==> src/rtl/npu_dma_engine.sv <==
// PDMA engine: copies LEN words src->dst through a small FIFO,
// pulsing o_dma_finish once the final write has been accepted.
module npu_dma_engine #(
   parameter int ADDR_W     = 16,
   parameter int DATA_W     = 32,
   parameter int LEN_W      = 12,
   parameter int FIFO_DEPTH = 4
) (
   input  logic              i_clk,
   input  logic              i_rst_n,
   input  logic              i_ex_dma,
   input  logic [ADDR_W-1:0] i_src_addr,
   input  logic [ADDR_W-1:0] i_dst_addr,
   input  logic [LEN_W-1:0]  i_len,
   output logic              o_busy,
   output logic              o_dma_finish,
   output logic              o_err,
   output logic              o_rd_req,
   output logic [ADDR_W-1:0] o_rd_addr,
   input  logic              i_rd_gnt,
   input  logic              i_rd_valid,
   input  logic [DATA_W-1:0] i_rd_data,
   output logic              o_wr_req,
   output logic [ADDR_W-1:0] o_wr_addr,
   output logic [DATA_W-1:0] o_wr_data,
   input  logic              i_wr_gnt
);

   localparam int PW = $clog2(FIFO_DEPTH);
   localparam int CW = PW + 1;
   localparam int NW = LEN_W + 1;

   typedef enum logic [1:0] {IDLE, RUN, DONE} state_t;

   state_t            state;
   logic [ADDR_W-1:0] src;
   logic [ADDR_W-1:0] dst;
   logic [NW-1:0]     len;
   logic [NW-1:0]     rd_cnt;
   logic [NW-1:0]     wr_cnt;
   logic [CW-1:0]     outst;
   logic [CW-1:0]     fcnt;
   logic [PW-1:0]     wptr;
   logic [PW-1:0]     rptr;
   logic              err;
   logic [DATA_W-1:0] mem [FIFO_DEPTH];

   logic          rd_hs;
   logic          push;
   logic          pop;
   logic          bad;
   logic [CW:0]   inflight;

   // Reads are throttled so in-flight data always has a FIFO slot.
   assign inflight = {1'b0, fcnt} + {1'b0, outst};
   assign o_rd_req = (state == RUN) && (rd_cnt < len)
                  && (inflight < (CW+1)'(FIFO_DEPTH));
   assign o_rd_addr = src + ADDR_W'(rd_cnt);
   assign o_wr_req  = (state == RUN) && (fcnt != '0);
   assign o_wr_addr = dst + ADDR_W'(wr_cnt);
   assign o_wr_data = o_wr_req ? mem[rptr] : '0;
   assign o_busy       = (state != IDLE);
   assign o_dma_finish = (state == DONE);
   assign o_err        = err;

   assign rd_hs = o_rd_req & i_rd_gnt;
   assign push  = i_rd_valid & (outst != '0);
   assign pop   = o_wr_req & i_wr_gnt;
   assign bad   = (i_rd_valid & (outst == '0))
               | (i_wr_gnt & ~o_wr_req);

   always_ff @(posedge i_clk) begin
      if (push) mem[wptr] <= i_rd_data;
   end

   always_ff @(posedge i_clk or negedge i_rst_n) begin
      if (!i_rst_n) begin
         state  <= IDLE;
         src    <= '0;
         dst    <= '0;
         len    <= '0;
         rd_cnt <= '0;
         wr_cnt <= '0;
         outst  <= '0;
         fcnt   <= '0;
         wptr   <= '0;
         rptr   <= '0;
         err    <= 1'b0;
      end else begin
         if (rd_hs) rd_cnt <= rd_cnt + 1'b1;
         outst <= outst + CW'(rd_hs) - CW'(push);
         fcnt  <= fcnt + CW'(push) - CW'(pop);
         if (push) wptr <= wptr + 1'b1;
         if (pop) begin
            rptr   <= rptr + 1'b1;
            wr_cnt <= wr_cnt + 1'b1;
         end
         if (bad) err <= 1'b1;
         case (state)
            IDLE: begin
               if (i_ex_dma) begin
                  src    <= i_src_addr;
                  dst    <= i_dst_addr;
                  len    <= {1'b0, i_len};
                  rd_cnt <= '0;
                  wr_cnt <= '0;
                  outst  <= '0;
                  err    <= 1'b0;
                  state  <= (i_len == '0) ? DONE : RUN;
               end
            end
            RUN: begin
               if (pop && (wr_cnt + 1'b1 == len)) state <= DONE;
            end
            DONE:    state <= IDLE;
            default: state <= IDLE;
         endcase
      end
   end

endmodule

==> config.mk <==
export PLATFORM = sky130hd
export DESIGN_NAME = npu_dma_engine
export DESIGN_NICKNAME = d
export VERILOG_FILES = /design/src/rtl/npu_dma_engine.sv
export SDC_FILE = /design/constraint.sdc
export NUM_CORES = 1
export LEC_CHECK = 0
export CORE_MARGIN = 2
export CORE_UTILIZATION = 30
export CTS_BUF_LIST = sky130_fd_sc_hd__clkbuf_2 sky130_fd_sc_hd__clkbuf_4 sky130_fd_sc_hd__clkbuf_8
export CTS_CLUSTER_DIAMETER = 120
export DETAILED_ROUTE_END_ITERATION = 8
export PLACE_DENSITY = 0.51
export SLEW_MARGIN = 20
export SYNTH_ARGS = -nofsm -noshare
export SYNTH_HDL_FRONTEND = slang
export SYNTH_SLANG_ARGS = --single-unit
==> constraint.sdc <==
create_clock -name i_clk -period 8.07 [get_ports i_clk]
set_input_delay 0.807 -clock i_clk [delete_from_list [all_inputs] [get_ports i_clk]]
set_output_delay 0.807 -clock i_clk [all_outputs]
set_load 0.01 [all_outputs]
# [Word-level counts from Yosys, hierarchy flattened]
# Memories as Yosys holds them, arrays and structs flattened.
# Cells that the tools add are included.
[totals] ff_bits=83 output_inout_bits=69 ramBits=128 memories=1 wordCells=67
[classes] n_lt_le_gt_ge=2 n_bitwise=7 n_mux=18 n_eq_ne=5 add_sub_neg=11 n_reduce_logical=12
[mem_list] name="mem" depth=4 width=32 read_ports=1 rd_ports_with_merged_regs=0 write_ports=1 line_no="46" rtl="logic [DATA_W-1:0] mem [FIFO_DEPTH];"
[ops] op="two-way mux 13 bit" count=6
[ops] op="adder 16 x 13 -> 16 bit" count=2
[ops] op="two-way mux 32 bit" count=1
[ops] op="adder 13 x 1 -> 13 bit (second input constant)" count=2
[ops] op="equality test 13 x 12 -> 1 bit" count=1
[ops] op="< comparator 13 x 12 -> 1 bit" count=1
[ops] op="logical NOT 12 bit" count=1
[ops] op="adder 3 x 1 -> 3 bit" count=2
[ops] op="two-way mux 2 bit" count=3
[ops] op="two-way mux 3 bit" count=2
[ops] op="nonzero test 3 bit" count=2
[ops] op="subtractor 3 x 1 -> 3 bit" count=2
[ops] op="bitwise AND 1 bit" count=5
[ops] op="two-way mux 1 bit" count=5
[ops] op="adder 2 x 1 -> 2 bit (second input constant)" count=2
[ops] op="adder 3 x 3 -> 4 bit" count=1
[ops] op="logical AND 1 bit" count=4
[ops] op="< comparator 4 x 3 -> 1 bit (second input constant)" count=1
[ops] op="one-hot mux 2 bit (2 select lines)" count=1
[ops] op="AND reduction 2 bit" count=2
[ops] op="logical NOT 3 bit" count=1
[ops] op="equality test 2 x 1 -> 1 bit (second input constant)" count=1
[ops] op="equality test 2 bit (second input constant)" count=1
[ops] op="logical NOT 2 bit" count=1
[ops] op="5 further kinds" count=5

# [Logic depth before layout (Yosys ltp)]
[logic_depth] ltp_word=8 mapped_depth=15 mapped_depth_nobuf=15

# [Worst setup path after synthesis]
# OpenSTA, ideal clock, no wires.
[synth_timing] kind="reg-to-output" from="reg rd_cnt[0]" to="out o_rd_addr[14]" path_buffers=0 stages_incl_launch_ff=10 t_required_ns=7.263 t_arrival_ns=2.385 slack_ns=4.878 path_cell_list="dfrtp_1 ha_1 inv_1 fa_1 nor2b_1 o21a_1 o21ai_1 a2111oi_1 nor2_1 o311ai_1"
[synth_between] elab_chain_cells=1
[synth_lines] item="from (decl)" line_no="39" rtl="logic [NW-1:0] rd_cnt;"
[synth_lines] item="from (signal assigned)" line_no="90" rtl="if (rd_hs) rd_cnt <= rd_cnt + 1'b1;"
[synth_lines] item="adder 16 x 13 -> 16 bit" line_no="58" rtl="assign o_rd_addr = src + ADDR_W'(rd_cnt);"
[synth_lines] item="to (decl)" line_no="19" rtl="output logic [ADDR_W-1:0] o_rd_addr,"
# No other way between the ends.

# [Worst setup path after layout]
# Same ends and word-level chain as after synthesis.

==> results.env <==
CRIT-REG2REG-LAUNCH='len[2]'
FINALCRITICALPERIOD_NS=4.701
PLACED_AREA_SQ_MM=0.01273
CRITICAL-PATH-SLOWEST-CELL='a2111oi_1'
CRITICAL_PATH_BUF_INV_COUNT=2
CTS_MAX_PATH_BUFFERS=3
GLOBALROUTE.TOTALOVERFLOW=0
CRITICAL_PATH_REQUIRED_NS=7.26
RSZ0062_AT_GRT='false'
FULL_DIE_AREA_SQ_MM=0.03729
CTS_INSERTED_BUFFERS=39
STATUS='complete, no violations'
POSTCTSSETUPBUFFERS=0
POSTSYNTH.ASYNCRESETSHARE_PCT=39.34
DETAIL_ROUTE.WL_PER_CELL_UM=17.52
WORST-R2R-CELL-COUNT=15
SYNTHESIZED_AREA_PER_CELL_SQ_UM=12.76
IRDROPWORSTVDD_mV=0.3479
DRT_PASS1_ITERATIONS=5
VIAS_IN_THE_FIRST_GLOBAL_ROUTE=7454
ANTENNA_LEFT=0
SLEW_VIOL_FINAL=0
SKEW_NS=0.02268
KIND_OF_CRITICAL_PATH='flip-flop to output pin'
FINAL_COMMON_CELL='clkdlybuf4s50_1'
HOLD_VIOL_FINAL=0
FINAL_NET_COUNT=1140
SYN_NETS=976
NUMCLOCKSINKS=211
SETUP_VIOL_COUNT_FINAL=0
WORST_SETUP_HOLD_PATH_CLK_SLEW_NS=0.06
POST_SYNTHESIS_CELL_COUNT=841
WIRELENGTH_UM=26250
MIN_PATH_TYPE='input pin to async pin'
PLACEMENTROWS=69
SLEW-LIMIT-HEADROOM_PCT=33.11
KIND_OF_LAUNCH_POINT_OF_THE_WORST_SETUP_PATH='flip-flop'
CRIT_PATH_CELL_TRACE='ha_1 -> inv_1 -> fa_1 -> nor2b_1 -> o21a_1 -> o21ai_1 -> a2111oi_1 -> nor2_1 -> o311ai_1 -> clkdlybuf4s50_1'
LAYOUT.CELL_AREA.NON_FILLER_SQ_MM=0.01356
CRIT_PATH_ARRIVAL_TIME_NS=3.89
DIE_H_UM=193.1
SYN_TO_FINAL_GROWTH_PCT=26.38
CELL_DEPTH_OF_THE_WORST_SETUP_PATH=10
SYNTHESIS.AREA_SQ_MM=0.01073
ACTUAL_TRANSITION_AT_THE_WORST_MAX_TRANSITION_PIN_NS=1.001
POWER_PER_CELL_AREA_mW_PER_MM2=375.5
CTS_TREE='yes'
IO_BUFFER_COUNT=150
FINAL.SETUP.TNS_NS=0
CP_SLOWEST_STAGE_DELAY_NS=0.79
IO_PINS=151
WORST_SKEW_PAIR.LATE_LATENCY_NS=0.54
POSTSYNTH.TOPFLOPCELL='edfxtp_1'
VIA_COUNT=7188
SYNTH_EDF_COUNT=128
CTS_HTREE_LEVELS=2
FLOORPLAN.CORE_AREA_SQ_MM=0.03540
DRT-INITIAL-DRC-COUNT=334
FIRST_PASS_GRT_WIRE_LENGTH_UM=41750
BIGGEST_FANOUT_ALONG_THE_WORST_TIMING_PATH=7
DRIVE_ABOVE_1_SHARE_PCT=15.18
GRT_ANTENNA_BEFORE_REPAIR=4
POWER.LEAKAGE_nW=5.143
GLOBAL_ROUTE.USAGE.TOTAL_PCT=14.47
POSTCTSRESIZEDCELLS=0
CTS_HOLD_BUF=0
TOP_LIBRARY_CELLS_BY_USAGE_IN_THE_LAYOUT_FILL_AND_TAPS_ASIDE='clkdlybuf4s50_1 (149), edfxtp_1 (128), dfrtp_1 (82), nor2_1 (56), nand2_1 (50)'
START_UTIL_PCT=30.31
WORST_SETUP_PATH_END_KIND='output pin'
DETAIL_ROUTE.DRC_VIOLATIONS=0
MAXCAPVIOLATIONS=0
GRT_START_MAX_NET_PINS=69
ORIGIN_OF_THE_WORST_SETUP_PATH='rd_cnt[0]'
YS_WARN_COUNT=0
CTS_ROOT_BUFFER='clkbuf_8'
DRT-VIAS-PER-INSTANCE=4.798
SYNTHESIZED_FLOP_AND_LATCH_TOTAL=211
DIEWIDTH_UM=193.1
FINAL_MIN_PERIOD_OVER_CLOCK_PERIOD_PCT=58.26
CLOCK.FMAX_GHz=0.2127
DPL.HPWL_UM=17480
SEQUENTIAL_ELEMENT_SHARE_OF_THE_SYNTHESIZED_AREA_PCT=55.19
TIMING.CRITICAL_PATH.MAX_DELAY_FAMILY='compound AO/OA/AOI/OAI gates'
SYNTH.DISTINCT_CELLS=65
GP_CONGESTION=0.8153
[stage by stage]
stage	worst slack, ns	hold WS [ns]	power [mW]	util, %	cells
after CTS	3.364	0.2025	5.195	38.28	1495
after global routing	3.065	0.2125	5.501	38.30	1497
final	3.369	0.2169	5.091	38.30	1498
after global placement	4.063	0.4971	4.070	35.97	1425
after detailed placement	3.967	0.5050	4.086	35.97	1425
after floorplan	4.878	0.4875	3.067	-	841
[worst paths after layout]
kind,slack (ns),end
worst max-delay path,3.37,o_rd_addr[14]
min in group i_clk,0.51,src[10]
worst max register to register,4.49,outst[2]
worst min register to register,0.51,src[10]
max in group asynchronous,6.77,rd_cnt[10]
worst min-delay path,0.22,dst[5]
[synthesized netlist by cell type, drive strengths merged (11+ instances only)]
| cell | count | share of area, % |
|---|---|---|
| mux2 | 32 | 3.4 |
| nand3 | 23 | 1.1 |
| dfrtp | 83 | 19 |
| nor2 | 57 | 2.0 |
| ha | 49 | 5.7 |
| and3 | 39 | 2.3 |
| nand4 | 11 | 0.70 |
| nand2 | 50 | 1.7 |
| clkbuf | 24 | 0.84 |
| xnor2 | 49 | 4.0 |
| a21oi | 27 | 1.3 |
| inv | 39 | 1.4 |
| edfxtp | 128 | 36 |
| o21ai | 31 | 1.4 |
| nor2b | 12 | 0.70 |
| mux4 | 32 | 6.7 |
| buf | 13 | 0.63 |
| nor3 | 17 | 0.79 |
| xor2 | 12 | 0.98 |
| a2111oi | 13 | 1.3 |
[per-layer routing]
metal  track usage [%]  vias up  routed length [um]  part of all wire [%]
li1                  -     3496                   -                     -
met2             23.05      169               12030                    46
met3             4.290       41                1911                   7.3
met5                 0        -                   0                     0
met4             4.138        0                 538                   2.0
met1             19.13     3482               11770                    45
[cells by family (layout without fill, tap and decap cells)]
kind of cell / Yosys count / count (layout) / synth area share (%)
xor gates and xnor gates: 61 / 61 / 4.980
other: 0 / 3 / 0
adders and majority gates: 53 / 53 / 6.461
AOI/OAI and AO/OA: 120 / 120 / 7.919
buffers and inverters: 76 / 269 / 2.834
DFF: 211 / 211 / 55.19
muxes: 67 / 67 / 10.36
and+or+nand+nor: 253 / 253 / 12.26
[where the power goes]
group          leakage (nW)  switching, mW  internal [mW]
clock                 0.440          0.459          0.612
sequential             2.20          0.194           1.45
combinational          2.50           1.13           1.24
[registers in the layout, indices dropped and copies added, names as in the netlist]
register and flops:
dst 16, fcnt 3, len 12, mem 128
o_err 1, outst 3, rd_cnt 13, rptr 2
src 16, state 2, wptr 2, wr_cnt 13
[cell type report]
type	count	area (sq um)
diodes	3	7.507
clock buffers	61	726.9
clock inverters	9	91.34
fillers	3439	21840
inverters	39	146.4
multi-input cells	554	4513
flip-flops and latches	211	5922
well taps	461	576.8
repair buffers	160	1574
No activity file was read; power rests on OpenSTA's default activity.
